===== src/rtl/rtc_bus_pkg.sv =====
`default_nettype none
// ============================================================================
//  Module  : rtc_bus_pkg
//  Purpose : Shared types, default timing and channel indices for the RTC
//            multiplexed address/data bus master.
//  Revision: 1.0  initial release
// ============================================================================
package rtc_bus_pkg;

   // Default geometry and phase timing (cycles)
   localparam int N_CH_DEFAULT  = 3;
   localparam int DW_DEFAULT    = 8;
   localparam int T_SU_DEFAULT  = 2;
   localparam int T_PW_DEFAULT  = 4;
   localparam int T_HD_DEFAULT  = 2;
   localparam int T_GAP_DEFAULT = 2;
   localparam int RR_DEFAULT    = 0;

   // Client channel assignment
   localparam int CH_INIT = 0;
   localparam int CH_RD   = 1;
   localparam int CH_WR   = 2;

   // Bus engine states
   typedef enum logic [2:0] {
      ST_IDLE = 3'd0,
      ST_A_SU = 3'd1,
      ST_A_PW = 3'd2,
      ST_A_HD = 3'd3,
      ST_D_SU = 3'd4,
      ST_D_PW = 3'd5,
      ST_D_HD = 3'd6,
      ST_GAP  = 3'd7
   } bus_state_e;

   // Pin-level control levels for one state; sel_addr picks address onto D
   typedef struct packed {
      logic ad;
      logic cs;
      logic rd;
      logic wr;
      logic oe;
      logic sel_addr;
   } bus_ctl_t;

   // Control pin levels belonging to a state (strobes active-low)
   function automatic bus_ctl_t bus_ctl(input bus_state_e st, input logic rnw);
      bus_ctl_t c;
      c = '{ad: 1'b1, cs: 1'b1, rd: 1'b1, wr: 1'b1, oe: 1'b0, sel_addr: 1'b0};
      case (st)
         ST_A_SU, ST_A_HD: begin
            c.ad = 1'b0; c.cs = 1'b0; c.oe = 1'b1; c.sel_addr = 1'b1;
         end
         ST_A_PW: begin
            c.ad = 1'b0; c.cs = 1'b0; c.oe = 1'b1; c.sel_addr = 1'b1; c.wr = 1'b0;
         end
         ST_D_SU, ST_D_HD: begin
            c.cs = 1'b0; c.oe = ~rnw;
         end
         ST_D_PW: begin
            c.cs = 1'b0; c.oe = ~rnw;
            if (rnw) c.rd = 1'b0;
            else     c.wr = 1'b0;
         end
         default: ;
      endcase
      return c;
   endfunction

endpackage
`default_nettype wire


===== src/rtl/rtc_rr_arbiter.sv =====
`default_nettype none
// ============================================================================
//  Module  : rtc_rr_arbiter
//  Purpose : N-way request arbiter producing a one-hot grant and its index.
//            RR=0 fixed priority (ch0 highest), RR=1 round-robin whose
//            pointer advances past the winner whenever a grant is taken.
//  Revision: 1.0  initial release
// ============================================================================
module rtc_rr_arbiter #(
   parameter int N_CH = 3,
   parameter int RR   = 0,
   localparam int c_IW = (N_CH > 1) ? $clog2(N_CH) : 1
) (
   input  logic            clk,
   input  logic            rst_n,
   input  logic [N_CH-1:0] i_req,
   input  logic            i_update,
   output logic [N_CH-1:0] o_grant,
   output logic [c_IW-1:0] o_idx
);

   localparam logic [c_IW-1:0] c_ONE  = c_IW'(1);
   localparam logic [c_IW-1:0] c_LAST = c_IW'(N_CH - 1);

   logic [c_IW-1:0] r_ptr;
   logic [c_IW-1:0] w_start;

   // Fixed priority always searches from channel 0
   assign w_start = (RR != 0) ? r_ptr : '0;

   // First requester found walking upward from the start index, wrapping
   always_comb begin
      logic            found;
      logic [c_IW-1:0] j;
      found   = 1'b0;
      j       = '0;
      o_grant = '0;
      o_idx   = '0;
      for (int k = 0; k < N_CH; k++) begin
         j = c_IW'((int'(w_start) + k) % N_CH);
         if (!found && i_req[j]) begin
            found      = 1'b1;
            o_grant[j] = 1'b1;
            o_idx      = j;
         end
      end
   end

   // Pointer moves to the channel after the winner, only on a taken grant
   always_ff @(posedge clk or negedge rst_n) begin
      if (!rst_n)
         r_ptr <= '0;
      else if (i_update)
         r_ptr <= (o_idx == c_LAST) ? '0 : o_idx + c_ONE;
   end

endmodule
`default_nettype wire


===== src/rtl/rtc_bus_master.sv =====
`default_nettype none
// ============================================================================
//  Module  : rtc_bus_master
//  Purpose : Arbitrates N client channels and runs one timed address-phase +
//            data-phase transaction on the RTC AD/CS/RD/WR/D bus.
//            All pin outputs are registered from the next state so the pads
//            never see decode glitches.
//  Revision: 1.0  initial release
// ============================================================================
module rtc_bus_master
   import rtc_bus_pkg::*;
#(
   parameter int N_CH  = N_CH_DEFAULT,
   parameter int DW    = DW_DEFAULT,
   parameter int T_SU  = T_SU_DEFAULT,
   parameter int T_PW  = T_PW_DEFAULT,
   parameter int T_HD  = T_HD_DEFAULT,
   parameter int T_GAP = T_GAP_DEFAULT,
   parameter int RR    = RR_DEFAULT
) (
   input  logic              clk,
   input  logic              rst_n,
   input  logic [N_CH-1:0]   req,
   input  logic [N_CH-1:0]   rnw,
   input  logic [N_CH*DW-1:0] addr,
   input  logic [N_CH*DW-1:0] wdata,
   output logic [N_CH-1:0]   gnt,
   output logic [N_CH-1:0]   done,
   output logic [DW-1:0]     rdata,
   output logic              busy,
   output logic              AD,
   output logic              CS,
   output logic              RD,
   output logic              WR,
   output logic [DW-1:0]     d_out,
   output logic              d_oe,
   input  logic [DW-1:0]     d_in
);

   localparam int c_TMAX = (T_SU > T_PW ? T_SU : T_PW) > (T_HD > T_GAP ? T_HD : T_GAP)
                         ? (T_SU > T_PW ? T_SU : T_PW) : (T_HD > T_GAP ? T_HD : T_GAP);
   localparam int c_CW   = (c_TMAX > 1) ? $clog2(c_TMAX) : 1;
   localparam int c_IW   = (N_CH > 1) ? $clog2(N_CH) : 1;

   // Counter reload values: each state lasts (T + 1 - 1) down to zero
   localparam logic [c_CW-1:0] c_LD_SU  = c_CW'(T_SU - 1);
   localparam logic [c_CW-1:0] c_LD_PW  = c_CW'(T_PW - 1);
   localparam logic [c_CW-1:0] c_LD_HD  = c_CW'(T_HD - 1);
   localparam logic [c_CW-1:0] c_LD_GAP = c_CW'(T_GAP - 1);
   localparam logic [c_CW-1:0] c_ONE    = c_CW'(1);

   bus_state_e      r_state, w_state_nx;
   logic [c_CW-1:0] r_cnt, w_cnt_nx;
   logic            w_last, w_take;

   logic [N_CH-1:0] w_arb_grant;
   logic [c_IW-1:0] w_arb_idx;

   logic [N_CH-1:0] r_sel;
   logic            r_rnw, w_rnw_nx;
   logic [DW-1:0]   r_addr, w_addr_nx;
   logic [DW-1:0]   r_wdata, w_wdata_nx;
   bus_ctl_t        w_ctl_nx;

   logic [N_CH-1:0] r_gnt, r_done;
   logic [DW-1:0]   r_rdata, r_dout;
   logic            r_busy, r_ad, r_cs, r_rd, r_wr, r_oe;

   rtc_rr_arbiter #(
      .N_CH (N_CH),
      .RR   (RR)
   ) u_arb (
      .clk      (clk),
      .rst_n    (rst_n),
      .i_req    (req),
      .i_update (w_take),
      .o_grant  (w_arb_grant),
      .o_idx    (w_arb_idx)
   );

   assign w_last = (r_cnt == '0);

   // Phase sequencing: each state holds until the shared down-counter empties
   always_comb begin
      w_state_nx = r_state;
      w_cnt_nx   = r_cnt - c_ONE;
      w_take     = 1'b0;
      case (r_state)
         ST_IDLE: begin
            w_cnt_nx = '0;
            if (|req) begin
               w_take     = 1'b1;
               w_state_nx = ST_A_SU;
               w_cnt_nx   = c_LD_SU;
            end
         end
         ST_A_SU: if (w_last) begin w_state_nx = ST_A_PW; w_cnt_nx = c_LD_PW;  end
         ST_A_PW: if (w_last) begin w_state_nx = ST_A_HD; w_cnt_nx = c_LD_HD;  end
         ST_A_HD: if (w_last) begin w_state_nx = ST_D_SU; w_cnt_nx = c_LD_SU;  end
         ST_D_SU: if (w_last) begin w_state_nx = ST_D_PW; w_cnt_nx = c_LD_PW;  end
         ST_D_PW: if (w_last) begin w_state_nx = ST_D_HD; w_cnt_nx = c_LD_HD;  end
         ST_D_HD: if (w_last) begin w_state_nx = ST_GAP;  w_cnt_nx = c_LD_GAP; end
         ST_GAP:  if (w_last) begin w_state_nx = ST_IDLE; w_cnt_nx = '0;       end
         default: begin w_state_nx = ST_IDLE; w_cnt_nx = '0; end
      endcase
   end

   // Request fields of the winner are captured at grant and held to the end
   assign w_rnw_nx   = w_take ? rnw[w_arb_idx]                 : r_rnw;
   assign w_addr_nx  = w_take ? addr[w_arb_idx*DW +: DW]       : r_addr;
   assign w_wdata_nx = w_take ? wdata[w_arb_idx*DW +: DW]      : r_wdata;
   assign w_ctl_nx   = bus_ctl(w_state_nx, w_rnw_nx);

   // Engine state, phase counter and latched transaction
   always_ff @(posedge clk or negedge rst_n) begin
      if (!rst_n) begin
         r_state <= ST_IDLE;
         r_cnt   <= '0;
         r_sel   <= '0;
         r_rnw   <= 1'b0;
         r_addr  <= '0;
         r_wdata <= '0;
      end else begin
         r_state <= w_state_nx;
         r_cnt   <= w_cnt_nx;
         r_rnw   <= w_rnw_nx;
         r_addr  <= w_addr_nx;
         r_wdata <= w_wdata_nx;
         if (w_take) r_sel <= w_arb_grant;
      end
   end

   // Registered pin levels and client handshakes, decoded from the next state
   always_ff @(posedge clk or negedge rst_n) begin
      if (!rst_n) begin
         r_ad    <= 1'b1;
         r_cs    <= 1'b1;
         r_rd    <= 1'b1;
         r_wr    <= 1'b1;
         r_oe    <= 1'b0;
         r_dout  <= '0;
         r_gnt   <= '0;
         r_done  <= '0;
         r_busy  <= 1'b0;
         r_rdata <= '0;
      end else begin
         r_ad   <= w_ctl_nx.ad;
         r_cs   <= w_ctl_nx.cs;
         r_rd   <= w_ctl_nx.rd;
         r_wr   <= w_ctl_nx.wr;
         r_oe   <= w_ctl_nx.oe;
         r_dout <= w_ctl_nx.sel_addr ? w_addr_nx : (w_ctl_nx.oe ? w_wdata_nx : '0);
         r_gnt  <= w_take ? w_arb_grant : '0;
         r_done <= (w_state_nx == ST_GAP && w_cnt_nx == '0) ? r_sel : '0;
         r_busy <= (w_state_nx != ST_IDLE);
         // RD is still low on this edge, so the RTC is driving valid data
         if (r_state == ST_D_PW && w_last && r_rnw)
            r_rdata <= d_in;
      end
   end

   assign gnt   = r_gnt;
   assign done  = r_done;
   assign rdata = r_rdata;
   assign busy  = r_busy;
   assign AD    = r_ad;
   assign CS    = r_cs;
   assign RD    = r_rd;
   assign WR    = r_wr;
   assign d_out = r_dout;
   assign d_oe  = r_oe;

endmodule
`default_nettype wire

===== config.mk =====
export PLATFORM = sky130hd
export DESIGN_NAME = rtc_bus_master
export DESIGN_NICKNAME = d
export VERILOG_FILES = /design/src/rtl/rtc_bus_pkg.sv /design/src/rtl/rtc_rr_arbiter.sv /design/src/rtl/rtc_bus_master.sv
export SDC_FILE = /design/constraint.sdc
export NUM_CORES = 1
export LEC_CHECK = 0
export BUFFER_PORTS_ARGS = -buffer_cell sky130_fd_sc_hd__clkbuf_2
export CORE_UTILIZATION = 45
export CTS_BUF_LIST = sky130_fd_sc_hd__clkbuf_8
export DETAILED_ROUTE_END_ITERATION = 12
export PLACE_DENSITY = 0.8
export SLEW_MARGIN = 10
export SYNTH_ARGS = -nofsm -noshare
export SYNTH_HDL_FRONTEND = slang
export SYNTH_SLANG_ARGS = --single-unit

===== constraint.sdc =====
create_clock -name clk -period 2.54 [get_ports clk]
set_input_delay 0 -clock clk [delete_from_list [all_inputs] [get_ports clk]]
set_output_delay 0 -clock clk [all_outputs]
set_load 0.005 [all_outputs]

* After elaboration in Yosys (flattened, before gate mapping) *
Cells that the tools add are included.

cells by class
  $add $sub $neg = 1
  magnitude comparators = 1
  equality and inequality tests = 14
  shift operators = 2
  muxes and demuxes = 40
  bitwise operators = 1
  reductions and logical operators = 17

operator list
  kind                                                                          number
  24-bit by 6-bit indexed part select with 8-bit output                         2
  3-bit 2-to-1 mux                                                              11
  8-bit 2-to-1 mux                                                              4
  3-bit == test, second input constant                                          8
  3-bit case mux with 8 select lines                                            1
  1-bit 2-to-1 mux                                                              15
  3-bit by 2-bit == test with 1-bit output, second input constant               4
  2-bit 2-to-1 mux                                                              5
  3-bit OR reduction                                                            3
  2-bit case mux with 4 select lines                                            1
  3-bit by 1-bit == test with 1-bit output, second input constant               2
  6-bit OR reduction                                                            1
  1-bit logical AND                                                             5
  2-bit logical NOT                                                             2
  1-bit case mux with 2 select lines                                            2
  4-bit OR reduction                                                            1
  3-bit logical NOT                                                             1
  2-bit by 3-bit less-than comparator with 1-bit output, second input constant  1
  3-bit nonzero test                                                            1
  1-bit binary-select mux with 2-bit select                                     1
  1-bit logical NOT                                                             2
  2-bit OR reduction                                                            1
  2-bit by 1-bit subtractor with 2-bit output, second input constant            1
  1-bit inverter                                                                1

word-level totals
  register bits = 53
  bits of input ports = 64
  output and inout bits = 28

* Depth between registers and ports, before layout *
Gate-level depths: netlist of run 1.

  depth after elaboration = 14
  depth in mapped cells = 8
  gate-level depth less buffers = 6

* By module *
A second synthesis of run 1 with hierarchy kept.

second synthesis, totals
  cells, all modules = 242
  area, all modules = 2613.8 µm²

by module, submodules not included
  module          times used  cells an instance  area each (µm²)  sequential area each (µm²)
  rtc_bus_master  1           237                2572.5           1331.3
  rtc_rr_arbiter  1           5                  41.3             0.0

* Worst setup path before layout of run 1 *
No wires, ideal clock.

  path type = flip-flop to flip-flop
  start = register r_cnt[0]
  end = register r_rdata[0], in the netlist rdata[0]
  library setup time = 0.125 ns
  data arrival time = 1.640 ns
  path slack = 0.775 ns
  cell stages (with the launch flop) = 7
  path buffers = 1
  clock period less this slack = 1.765 ns
  cells stage by stage = dfrtp_1 inv_1 ha_1 and2_1 buf_4 nor3b_4 mux2_2

between the ends
  word-level cells in the longest chain between the ends = 3

RTL lines
  item                             RTL line               text
  start, declared                  rtc_bus_master.sv:53   logic [c_CW-1:0] r_cnt, w_cnt_nx;
  start signal, assigned           rtc_bus_master.sv:125  r_cnt <= w_cnt_nx;
  2-bit logical NOT                rtc_bus_master.sv:81   assign w_last = (r_cnt == '0);
  1-bit logical AND (2 in series)  rtc_bus_master.sv:157  if (r_state == ST_D_PW && w_last && r_rnw)
  end signal, assigned             rtc_bus_master.sv:158  r_rdata <= d_in;
  end, declared                    rtc_bus_master.sv:66   logic [DW-1:0] r_rdata, r_dout;

No other way between the ends.
A chain may end at the register's enable or synchronous reset.

* Worst setup path after layout of run 1 *
  start = register r_cnt[0]
  end = register r_dout[5], in the netlist d_out[5]

between the ends
  word-level cells in the longest chain between the ends = 8

RTL lines
  item                                      RTL line               text
  2-bit logical NOT *                       rtc_bus_master.sv:81
  3-bit 2-to-1 mux (tied with other cells)  rtc_bus_master.sv:103  ST_GAP: if (w_last) begin w_state_nx = ST_IDLE; w_cnt_nx = '0; end
  3-bit case mux with 8 select lines *      rtc_bus_master.sv:88   case (r_state)
  3-bit == test (tied with other cells)     rtc_bus_pkg.sv:50      case (st)
  3-bit OR reduction (no line)              n/a
  1-bit case mux with 2 select lines        rtc_bus_pkg.sv:50
  8-bit 2-to-1 mux                          rtc_bus_master.sv:152  r_dout <= w_ctl_nx.sel_addr ? w_addr_nx : (w_ctl_nx.oe ? w_wdata_nx : '0);
  8-bit 2-to-1 mux *                        rtc_bus_master.sv:152
  end signal, assigned                      rtc_bus_master.sv:152
  end, declared                             rtc_bus_master.sv:66

Mark *: on every way between the ends. The rest lies on a longest branch, timed or not.

==> key figures, run 1 <==
Routing
  – WL final: 6460 um
  – Drt pass-1 iters: 4
  – Vias/cell: 5.44
  – DR vias: 2308
  – Routed len/inst: 15.2 um
  – Antenna Nets Post-Route: 0
  – DRC violation count after routing: 0
  – First DRT Iteration DRCs: 193

Floorplanning
  – Num ports: 92
  – Initial core utilization: 46.8%
  – Die Wd: 77.9 um
  – Site row count: 27
  – DIE HEIGHT: 77.9 um
  – Die area: 6070 um^2
  – Core area: 5540 um^2

GRT
  – Total track usage: 21.8%
  – Initial antenna violation count: 0
  – Pin count of the biggest net entering global routing: 54
  – First-pass GRT wire length: 10300 um
  – Vias in the first global route: 2131
  – Grt ovf: 0

Worst setup path
  – Critical path arrival: 2.29 ns
  – R2r startpoint: r_cnt[0]
  – Setup crit start kind: register
  – Crit Path Category: register to register
  – Crit Reg-Reg Endpoint: d_out[5]
  – Worst r2r path cells: 6
  – CP max FO: 9
  – Element type at the critical path end: register
  – Worst R2R Setup Slack: 0.48 ns
  – WP data required: 2.77 ns
  – Setup crit start: r_cnt[0]

Power and ir drop
  – Total internal power: 0.00221 W
  – Clock power share: 19.4%
  – Flop pwr share: 40.2%
  – Cell area power density: 1020 nW/um^2
  – Switching Share: 35.2%
  – VDD IR max: 379 uV
  – LEAKAGE: 1.66 nW
  – Combinational Power Share: 40.4%
  – Net Sw Power: 0.00120 W

Logic synthesis
  – Post-synth EDFFs: 0
  – Synthesized Nets: 319
  – Synth unique cells: 41
  – Post-synth top area share: 47.3%
  – Mapped Cells: 252
  – Synth area leader: dfrtp_1
  – Register area share after synthesis: 51.4%
  – Number of synthesis warnings: 0
  – Synth Register Bits: 53
  – Post-Syn Area: 2590 um^2
  – Ys async rst share: 100%
  – Syn Area/Cell: 10.3 um^2
  – Top post-synthesis cells by area: dfrtp_1 47%, a21oi_1 5.4%, dfstp_2 4.1%
  – Top_reg_cell synth: dfrtp_1

STA
  – Final min period: 2.06 ns
  – Final setup viols: 0
  – Worst slew pin tran: 0.780 ns
  – Max Slew Vio Count: 0
  – Fin. Hold Viols: 0
  – Fin crit share: 81.2%
  – Final TNS setup: 0 ns
  – RSZ-0062 raised after global routing: false
  – Skew final: 0.00386 ns
  – Min setup slack post-route: 0.477 ns
  – Fmax: 485 MHz
  – Max-Slew Margin vs Limit: 47.9%

Cells and area
  – Ant diodes: 0
  – P&R area growth vs syn: 29.2%
  – Nets@finish: 418
  – Final Non-Filler Cells: 424
  – Fraction of layout cells with a size suffix above 1: 36.9%
  – Final instance area: 3350 um^2

Place
  – Cell Area, Placed: 3060 um^2
  – Final HPWL DP: 4420 um
  – Inst Count DP: 400
  – IO buf count: 91
  – Pre-CTS WS: 0.464 ns
  – Placer Congestion: 0.825

Status
  – Outcome: finished, final reports clean

Clock tree
  – Clock latency on the worst-skew pair: 0.31 ns
  – H-tree levels: 2
  – Clk slew on worst S/H paths: 0.09 ns
  – Cts bufs inserted: 5
  – Cts hold-fix bufs: 16
  – CTS root buffer: clkbuf_8
  – CTS tree: built
  – Setup Buffers After CTS: 0
  – Clock tree buffer depth: 2
  – CTS resizes: 0
  – Clock sink count: 53

Min path
  – Hold Crit Endpoint: r_wdata[2]
  – HP Start: wdata[2]
  – Hold Path Depth: 3
  – Worst Hold Class: input pin to register

Run
  – Max cap viols: 0
## through the flow
stage | power [W] | util [%] | hold WS [ns]
2_1_floorplan | 0.00234 | - | -0.296
3_3_place_gp | 0.00268 | 55.1 | 0.152
3_5_place_dp | 0.00274 | 55.1 | 0.155
4_1_cts | 0.00342 | 60.5 | 0.00135
5_1_grt | 0.00365 | 60.5 | 0.00997
6_report | 0.00342 | 60.5 | 0.00599
## cell usage after synthesis (9+ instances only)
library cell / count
a22oi_1: 9
o21ai_0: 18
or2_2: 10
dfrtp_1: 49
o22ai_1: 9
a21o_1: 10
a21oi_1: 28
nor2_1: 18
## placed cells by master (no fill, tap or decap), types with 2 or more instances in the layout
cell,Yosys,routed
a21o_1,10,10
a21oi_1,28,28
a221oi_1,2,2
a22oi_1,9,9
a32oi_1,8,8
and2_1,3,3
and3_1,8,8
buf_4,1,4
bufinv_16,0,2
clkbuf_2,0,91
clkbuf_8,0,5
dfrtp_1,49,49
dfstp_2,4,4
dlygate4sd3_1,0,16
ha_1,3,3
inv_1,8,8
mux2_2,8,8
nand2_1,7,7
nand2b_1,3,3
nor2_1,18,18
nor2b_1,3,3
nor3_1,3,3
o21ai_0,18,18
o22ai_1,9,9
o32ai_1,2,2
or2_2,10,10
or3_1,3,3
xnor2_1,3,3
## kinds of logic after synthesis
kind of cell,Yosys count,synth area share (%)
xor gates and xnor gates,4,1.35
AOI/OAI and AO/OA,93,23.1
adders and majority gates,3,1.45
and+or+nand+nor,63,13.4
DFF,53,51.4
muxes,9,3.86
buffers and inverters,27,5.50
## sequential cells by signal, summed over array words and instances, names as in the netlist
register / count
RD: 1
d_oe: 1
AD: 1
rdata: 8
r_state: 3
CS: 1
r_addr: 8
r_cnt: 2
d_out: 8
WR: 1
busy: 1
r_sel: 3
r_rnw: 1
done: 3
r_wdata: 8
gnt: 3
## routing by layer
layer | share of wire (%) | track usage (%) | vias up
li1 | - | - | 1105
met1 | 42 | 28.4 | 1112
met2 | 50 | 35.8 | 81
met3 | 6.0 | 3.41 | 10
met4 | 1.9 | 9.44 | 0
met5 | 0 | 0 | -
## power groups by stage
stage	registers [W]	logic (W)	clock network [W]
floorplan	0.00135	0.000993	0
global placement	0.00138	0.00130	0
detailed placement	0.00139	0.00135	0
CTS	0.00137	0.00138	0.000670
global route	0.00141	0.00153	0.000709
finish	0.00137	0.00138	0.000663
## worst max path at each step
stage	end	cells past startpoint	slack, ns
finish	d_out[5]	6	0.48
global route	d_out[5]	6	0.29
CTS	d_out[2]	6	0.46
detailed placement	d_out[2]	6	0.46
global placement	rdata[1]	5	0.58
floorplan	rdata[0]	6	0.77
## worst max-delay path, cell delays in order, from the launching register on
cell	delay (ns)
dfrtp_1	0.38
inv_1	0.07
ha_1	0.26
and2_1	0.29
a221oi_2	0.61
o21ai_0	0.22
o22ai_1	0.15
## final cells by class
cell class                      instances  area [um^2]
Clock buffer                            5         68.8
Clock inverter                          3         65.1
Fill cell                             491         2190
Inverter                                8         30.0
Multi-Input combinational cell        172         1120
Sequential cell                        53         1330
Tap cell                               72         90.1
Timing Repair Buffer                  111          646
Power figures use the tool's default switching activity.
==> inputs of run 2 (changes only) <==
- ABC_AREA: not set -> 1
- clock period: 2.54 -> 1.9 ns (I/O delays scaled with it)
==> run 2 against run 1 <==
  * Via count is 5.5% higher
  * Clock-buffer cell count stayed put
  * First-iteration DRC count is 4.7% lower
  * Critical path depth up 2
  * Design area is 2.8% higher
  * Synthesized cell count increased by 24%
  * Utilization is 1.3 points higher
  * Largest cell class unchanged
  * Highest routed layer unchanged
==> key figures, run 2 <==
Status
  – Outcome: finished, final reports clean (unchanged)

STA
  – Final min period: 1.76 ns (was 2.06 ns)
  – Max Slew Vio Count: 0 (unchanged)
  – Final TNS setup: 0 ns (unchanged)
  – Fin. Hold Viols: 0 (unchanged)
  – Fin crit share: 92.4% (was 81.2%)
  – RSZ-0062 raised after global routing: false (unchanged)
  – Skew final: 0.00666 ns (was 0.00386 ns)
  – Min Hold Slack: 0.0242 ns (was 0.00599 ns)
  – Final setup viols: 0 (unchanged)
  – Fmax: 570 MHz (was 485 MHz)
  – Worst slew pin tran: 0.647 ns (was 0.780 ns)
  – Max-Slew Margin vs Limit: 56.9% (was 47.9%)

Logic synthesis
  – Synth unique cells: 30 (was 41)
  – Post-synthesis adder-cell area fraction: 1.42% (was 1.45%)
  – Most instantiated library cell after synthesis: nand2_1 (was dfrtp_1)
  – Post-Syn Area: 2640 um^2 (was 2590 um^2)
  – Synth Area in XOR/XNOR: 0% (was 1.35%)
  – Synth area leader: dfrtp_1 (unchanged)
  – Top post-synthesis cells by area: dfrtp_1 46%, nand2_1 11%, nand3_1 6.1% (was dfrtp_1 47%, a21oi_1 5.4%, dfstp_2 4.1%)
  – Top_reg_cell synth: dfrtp_1 (unchanged)
  – Synth Register Bits: 53 (unchanged)
  – Synthesized Nets: 379 (was 319)
  – Synth Area in Compound Gates: 10.0% (was 23.1%)
  – Main combinational cell family by area after synthesis: simple AND/OR/NAND/NOR gates (was compound AO/OA/AOI/OAI gates)
  – Register area share after synthesis: 50.4% (was 51.4%)
  – Post-synth top area share: 46.4% (was 47.3%)
  – Simple-Gate Fraction of Synth Area: 28.9% (was 13.4%)
  – Number of synthesis warnings: 0 (unchanged)
  – Syn Area/Cell: 8.46 um^2 (was 10.3 um^2)
  – Mapped Cells: 312 (was 252)
  – Post-synth EDFFs: 0 (unchanged)
  – Top post-synthesis cells by count: 75 x nand2_1, 49 x dfrtp_1, 32 x inv_1, 32 x nand3_1, 19 x nor2_1 (was 49 x dfrtp_1, 28 x a21oi_1, 18 x nor2_1, 18 x o21ai_0)
  – Ys async rst share: 100% (unchanged)
  – Mux share of post-synthesis cell area: 0% (was 3.86%)

Cells and area
  – Final instance area: 3440 um^2 (was 3350 um^2)
  – Commonest non-fill, non-tap cell in the layout: clkbuf_2 (unchanged)
  – Nets@finish: 486 (was 418)
  – Most frequent cells in the layout: 91 x clkbuf_2, 75 x nand2_1, 48 x dfrtp_1 (was 91 x clkbuf_2, 49 x dfrtp_1, 28 x a21oi_1)
  – Filler cells: 479 (was 491)
  – Fraction of layout cells with a size suffix above 1: 35.0% (was 36.9%)
  – P&R area growth vs syn: 30.4% (was 29.2%)
  – Final Non-Filler Cells: 492 (was 424)
  – Ant diodes: 0 (unchanged)

Worst setup path
  – Setup crit start kind: register (unchanged)
  – Critical path arrival: 2.00 ns (was 2.29 ns)
  – Max incr delay on CP: 0.49 ns (was 0.61 ns)
  – Element type at the critical path end: register (unchanged)
  – Worst-path cell chain: nor2_1 -> nand2_2 -> nor2_2 -> buf_12 -> nor2_1 -> a21oi_1 -> nand2_1 -> nand2_1 (was inv_1 -> ha_1 -> and2_1 -> a221oi_2 -> o21ai_0 -> o22ai_1)
  – Crit Path Category: register to register (unchanged)
  – Crit path max-delay cell type: dfrtp_2 (was a221oi_2)
  – Top delay family on crit path: simple AND/OR/NAND/NOR gates (was compound AO/OA/AOI/OAI gates)
  – CP Buf/Inv Count: 1 (unchanged)
  – WP data required: 2.15 ns (was 2.77 ns)
  – CP max FO: 16 (was 9)

GRT
  – Grt ovf: 0 (unchanged)
  – First-pass GRT wire length: 11200 um (was 10300 um)
  – Vias in the first global route: 2336 (was 2131)
  – Pin count of the biggest net entering global routing: 31 (was 54)
  – Total track usage: 23.6% (was 21.8%)
  – Initial antenna violation count: 0 (unchanged)

Power and ir drop
  – LEAKAGE: 1.84 nW (was 1.66 nW)
  – VDD IR max: 826 uV (was 379 uV)
  – Switching Share: 41.6% (was 35.2%)
  – Total internal power: 0.00302 W (was 0.00221 W)
  – Clock power share: 15.4% (was 19.4%)
  – Net Sw Power: 0.00215 W (was 0.00120 W)
  – Flop pwr share: 36.4% (was 40.2%)
  – Cell area power density: 1500 nW/um^2 (was 1020 nW/um^2)
  – Combinational Power Share: 48.2% (was 40.4%)

Routing
  – WL final: 6780 um (was 6460 um)
  – Vias/cell: 4.95 (was 5.44)
  – First DRT Iteration DRCs: 184 (was 193)
  – Routed len/inst: 13.8 um (was 15.2 um)
  – DRC violation count after routing: 0 (unchanged)
  – Antenna Nets Post-Route: 0 (unchanged)
  – DR vias: 2436 (was 2308)
  – Drt pass-1 iters: 4 (unchanged)

Place
  – IO buf count: 91 (unchanged)
  – Inst Count DP: 471 (was 400)
  – Final HPWL DP: 4970 um (was 4420 um)
  – Cell Area, Placed: 3190 um^2 (was 3060 um^2)
  – Placer Congestion: 0.922 (was 0.825)

Clock tree
  – Clock latency on the worst-skew pair: 0.31 ns (about the same)
  – CTS tree: built (unchanged)
  – Clock tree buffer depth: 2 (unchanged)
  – Clk slew on worst S/H paths: 0.10 ns (was 0.09 ns)
  – Clock sink count: 53 (unchanged)
  – H-tree levels: 2 (unchanged)
  – CTS root buffer: clkbuf_8 (unchanged)
  – Cts bufs inserted: 5 (unchanged)

Floorplanning
  – Core area: 5570 um^2 (was 5540 um^2)
  – Initial core utilization: 47.4% (was 46.8%)
  – DIE HEIGHT: 78.6 um (was 77.9 um)
  – Num ports: 92 (unchanged)
  – Die area: 6180 um^2 (was 6070 um^2)
  – Die Wd: 78.6 um (was 77.9 um)
  – Site row count: 27 (unchanged)

Min path
  – Worst Hold Class: input pin to register (unchanged)

Run
  – Max cap viols: 0 (unchanged)
run 2: timing repair:
action,CTS,global route
gates resized for setup,0,3
hold buffers,10,0
hold endpoints to repair,31,0
buffers inserted,0,3
endpoints found under the setup margin,0,10
run 2: metrics by stage:
| stage | utilization (%) | total power, W | setup WS (ns) |
|---|---|---|---|
| 2_1_floorplan | - | 0.00349 | 0.354 |
| 4_1_cts | 61.2 | 0.00504 | 0.0243 |
| 6_report | 61.8 | 0.00517 | 0.144 |
| 3_5_place_dp | 57.3 | 0.00422 | 0.0384 |
| 3_3_place_gp | 57.3 | 0.00411 | 0.161 |
| 5_1_grt | 61.8 | 0.00558 | 0.0280 |
run 2: cell type report:
cell class,count,area [um^2],share of cell area (%)
flip-flops and latches,53,1330,38.7
multi-input cells,206,1070,31.1
repair buffers,112,676,19.6
inverters,41,154,4.47
well taps,72,90.1,2.62
clock buffers,5,68.8,2.00
clock inverters,3,50.0,1.45
run 2: tightest hold or removal path: cells and delay by family:
family	cells	cell delay, ns
AO/OA/AOI/OAI	2	0.22
buffers and inverters	1	0.08
run 2: kinds of logic (layout without fill, tap and decap cells):
family	count (synthesis)	after routing
AO/OA/AOI/OAI	43	43
adder cells (fa/ha/maj)	3	3
buffers and inverters	53	161
flip-flops	53	53
AND/OR/NAND/NOR	160	160
run 2: power by group through the flow:
stage	logic (W)	registers, W	clock network (W)
2_1_floorplan	0.00163	0.00186	0
3_3_place_gp	0.00223	0.00188	0
3_5_place_dp	0.00232	0.00190	0
4_1_cts	0.00235	0.00187	0.000814
5_1_grt	0.00279	0.00193	0.000864
6_report	0.00249	0.00188	0.000794
run 2: path summary, 6_finish.rpt:
kind	from	to	slack [ns]	cells after the start
max reg2reg	r_state[1]	d_out[1]	0.14	8
max in group asynchronous	rst_n	CS	1.00	3
min	addr[16]	r_addr[0]	0.02	3
min in group asynchronous	rst_n	d_out[0]	0.25	2
max	r_state[1]	d_out[1]	0.14	8
min reg2reg	r_wdata[3]	r_wdata[3]	0.49	2
run 2: per-layer routing:
layer	vias up	GRT usage, %	part of all wire [%]
met2	81	36.9	47
met3	11	3.95	6.3
met1	1127	32.6	44
met5	-	0	0
met4	0	9.07	2.2
li1	1217	-	-
==> inputs of run 3 (changes only) <==
- SETUP_SLACK_MARGIN: not set -> 0.2
- SYNTH_HIERARCHICAL: not set -> 1
- clock period: 1.9 -> 1.7 ns (I/O delays scaled with it)
==> run 3 against run 2 <==
  * Wire length is 7.7% lower
  * Clock-buffer cell count stayed put
  * First-iteration DRC count is 16% lower
  * Worst setup slack better by 0.041 ns
  * Global-route usage is 3.1 points lower
==> key figures, run 3 <==
STA
  – Fin crit share: 89.1% (was 92.4%)
  – RSZ-0062 raised after global routing: true (was false)
  – Final min period: 1.51 ns (was 1.76 ns)
  – Max-Slew Margin vs Limit: 58.9% (was 56.9%)
  – Skew final: 0.0138 ns (was 0.00666 ns)
  – Fmax: 660 MHz (was 570 MHz)
  – Final TNS setup: 0 ns (unchanged)
  – Final setup viols: 0 (unchanged)
  – Worst slew pin tran: 0.617 ns (was 0.647 ns)
  – Fin. Hold Viols: 0 (unchanged)
  – Max Slew Vio Count: 0 (unchanged)
  – Min setup slack post-route: 0.185 ns (was 0.144 ns)

Cells and area
  – Filler cells: 481 (was 479)
  – Commonest non-fill, non-tap cell in the layout: nand2_1 (was clkbuf_2)
  – Final instance area: 3570 um^2 (was 3440 um^2)
  – P&R area growth vs syn: 31.7% (was 30.4%)
  – Most frequent cells in the layout: 94 x nand2_1, 91 x clkbuf_2, 49 x dfrtp_1 (was 91 x clkbuf_2, 75 x nand2_1, 48 x dfrtp_1)
  – Fraction of layout cells with a size suffix above 1: 34.9% (was 35.0%)
  – Sequential cell area: 1330 um^2 (about the same)
  – Nets@finish: 513 (was 486)
  – Ant diodes: 0 (unchanged)
  – Area of the multi-input gates: 1170 um^2 (was 1070 um^2)

Logic synthesis
  – Synthesized Nets: 402 (was 379)
  – Number of synthesis warnings: 6 (was 0)
  – Synth area leader: dfrtp_1 (unchanged)
  – Synth Register Bits: 53 (unchanged)
  – Top post-synthesis cells by area: dfrtp_1 45%, nand2_1 13%, inv_1 6.2% (was dfrtp_1 46%, nand2_1 11%, nand3_1 6.1%)
  – Post-synth top area share: 45.3% (was 46.4%)
  – Ys async rst share: 100% (unchanged)
  – Post-Syn Area: 2710 um^2 (was 2640 um^2)
  – Top_reg_cell synth: dfrtp_1 (unchanged)
  – Most instantiated library cell after synthesis: nand2_1 (unchanged)
  – Mapped Cells: 335 (was 312)
  – Synth unique cells: 27 (was 30)
  – Post-synth EDFFs: 0 (unchanged)
  – Register area share after synthesis: 49.2% (was 50.4%)
  – Top post-synthesis cells by count: 95 x nand2_1, 49 x dfrtp_1, 45 x inv_1 (was 75 x nand2_1, 49 x dfrtp_1, 32 x inv_1, 32 x nand3_1, 19 x nor2_1)
  – Syn Area/Cell: 8.08 um^2 (was 8.46 um^2)

Clock tree
  – Clk slew on worst S/H paths: 0.09 ns (was 0.10 ns)
  – Clock sink count: 53 (unchanged)
  – CTS tree: built (unchanged)
  – Cts bufs inserted: 5 (unchanged)
  – H-tree levels: 2 (unchanged)
  – Clock latency on the worst-skew pair: 0.30 ns (was 0.31 ns)
  – Clock tree buffer depth: 2 (unchanged)
  – CTS root buffer: clkbuf_8 (unchanged)

Worst setup path
  – Max incr delay on CP: 0.40 ns (was 0.49 ns)
  – Setup crit start kind: register (unchanged)
  – Worst r2r path cells: 11 (was 8)
  – Crit path max-delay cell type: dfrtp_1 (was dfrtp_2)
  – WP data required: 1.89 ns (was 2.15 ns)
  – Critical path arrival: 1.71 ns (was 2.00 ns)
  – Element type at the critical path end: register (unchanged)
  – CP max FO: 9 (was 16)
  – Worst-path cell chain: inv_2 -> ha_4 -> nand2_4 -> inv_4 -> nor2_2 -> nand2_2 -> nand3_2 -> nand2_4 -> inv_4 -> nand2_1 -> nand2_1 (was nor2_1 -> nand2_2 -> nor2_2 -> buf_12 -> nor2_1 -> a21oi_1 -> nand2_1 -> nand2_1)
  – Crit Path Category: register to register (unchanged)

GRT
  – First-pass GRT wire length: 10000 um (was 11200 um)
  – Initial antenna violation count: 0 (unchanged)
  – Grt ovf: 0 (unchanged)
  – Vias in the first global route: 2382 (was 2336)
  – Total track usage: 20.4% (was 23.6%)
  – Pin count of the biggest net entering global routing: 30 (was 31)

Routing
  – DRC violation count after routing: 0 (unchanged)
  – Drt pass-1 iters: 6 (was 4)
  – DR vias: 2469 (was 2436)
  – Antenna Nets Post-Route: 0 (unchanged)
  – Vias/cell: 4.76 (was 4.95)
  – Routed len/inst: 12.1 um (was 13.8 um)
  – WL final: 6260 um (was 6780 um)
  – First DRT Iteration DRCs: 154 (was 184)

Floorplanning
  – Die area: 6330 um^2 (was 6180 um^2)
  – Num ports: 92 (unchanged)
  – DIE HEIGHT: 79.6 um (was 78.6 um)
  – Site row count: 27 (unchanged)
  – Die Wd: 79.6 um (was 78.6 um)
  – Initial core utilization: 48.0% (was 47.4%)
  – Core area: 5640 um^2 (was 5570 um^2)

Status
  – Outcome: finished, final reports clean (unchanged)

Place
  – Placer Congestion: 0.871 (was 0.922)
  – IO buf count: 91 (unchanged)
  – Cell Area, Placed: 3230 um^2 (was 3190 um^2)
  – Pre-CTS WS: -0.0366 ns (was 0.0384 ns)
  – Final HPWL DP: 4490 um (was 4970 um)

Run
  – Max cap viols: 0 (unchanged)

Min path
  – Worst Hold Class: input pin to register (unchanged)
  – Hold Path Depth: 3 (unchanged)

Power and ir drop
  – LEAKAGE: 1.98 nW (was 1.84 nW)
  – VDD IR max: 722 uV (was 826 uV)
  – Cell area power density: 1580 nW/um^2 (was 1500 nW/um^2)
  – Design Power: 0.00563 W (was 0.00517 W)
[run 3: what timing repair did]
action,4_1_cts,5_1_grt
endpoints found under the hold margin,31,0
hold buffers,10,0
cloned,2,0
gates resized for setup,10,9
pin swaps,5,7
setup buffers,6,1
endpoints found under the setup margin,10,12
[run 3: kinds of logic (layout without fill, tap and decap cells)]
| family | after synthesis | in the layout | share of synthesized area (%) |
|---|---|---|---|
| and+or+nand+nor | 170 | 171 | 27.8 |
| AOI/OAI and AO/OA | 42 | 43 | 10.4 |
| DFF | 53 | 53 | 49.2 |
| buffers and inverters | 67 | 177 | 11.3 |
| adders and majority gates | 3 | 3 | 1.39 |
[run 3: routing by layer]
metal	up-vias	global-route usage (%)	part of all wire, %
met5	-	0	0
met4	0	7.82	1.2
met3	9	3.43	5.5
met2	96	35.2	49
met1	1102	25.4	44
li1	1262	-	-
[run 3: final timing paths]
check                           startpoint          to  slack [ns]
worst max-delay path              r_cnt[0]    d_out[5]        0.19
worst min-delay path              addr[22]   r_addr[6]        0.03
worst max register to register    r_cnt[0]    d_out[5]        0.19
worst min register to register  r_wdata[4]  r_wdata[4]        0.50
max in group asynchronous            rst_n          WR        0.80
min in group asynchronous            rst_n   r_addr[1]        0.26
[run 3: worst max-delay path: cells and delay by family (launching register included)]
family / cells / cell delay [ns]
flops: 1 / 0.40
fa+ha+maj: 1 / 0.16
simple gates: 7 / 0.63
buf+inv: 3 / 0.22
[run 3: final cells by class]
class	instances	area share [%]
well taps	72	2.53
flip-flops and latches	53	37.3
multi-input cells	217	32.7
inverters	51	5.58
repair buffers	118	19.5
clock buffers	5	1.93
clock inverters	3	0.456
[run 3: stage by stage]
stage	cells	utilization, %	hold slack [ns]
finish	519	63.2	0.0259
global route	519	63.2	0.0214
CTS	518	62.4	0.00844
detailed placement	492	57.2	0.0415
global placement	492	57.2	0.0405
floorplan	335	-	-0.296
[run 3: where the power goes]
part           leakage [nW]  internal, W  switching (W)
Clock                0.0507     0.000282       0.000370
Sequential            0.638      0.00184       0.000195
Combinational          1.29      0.00114        0.00179
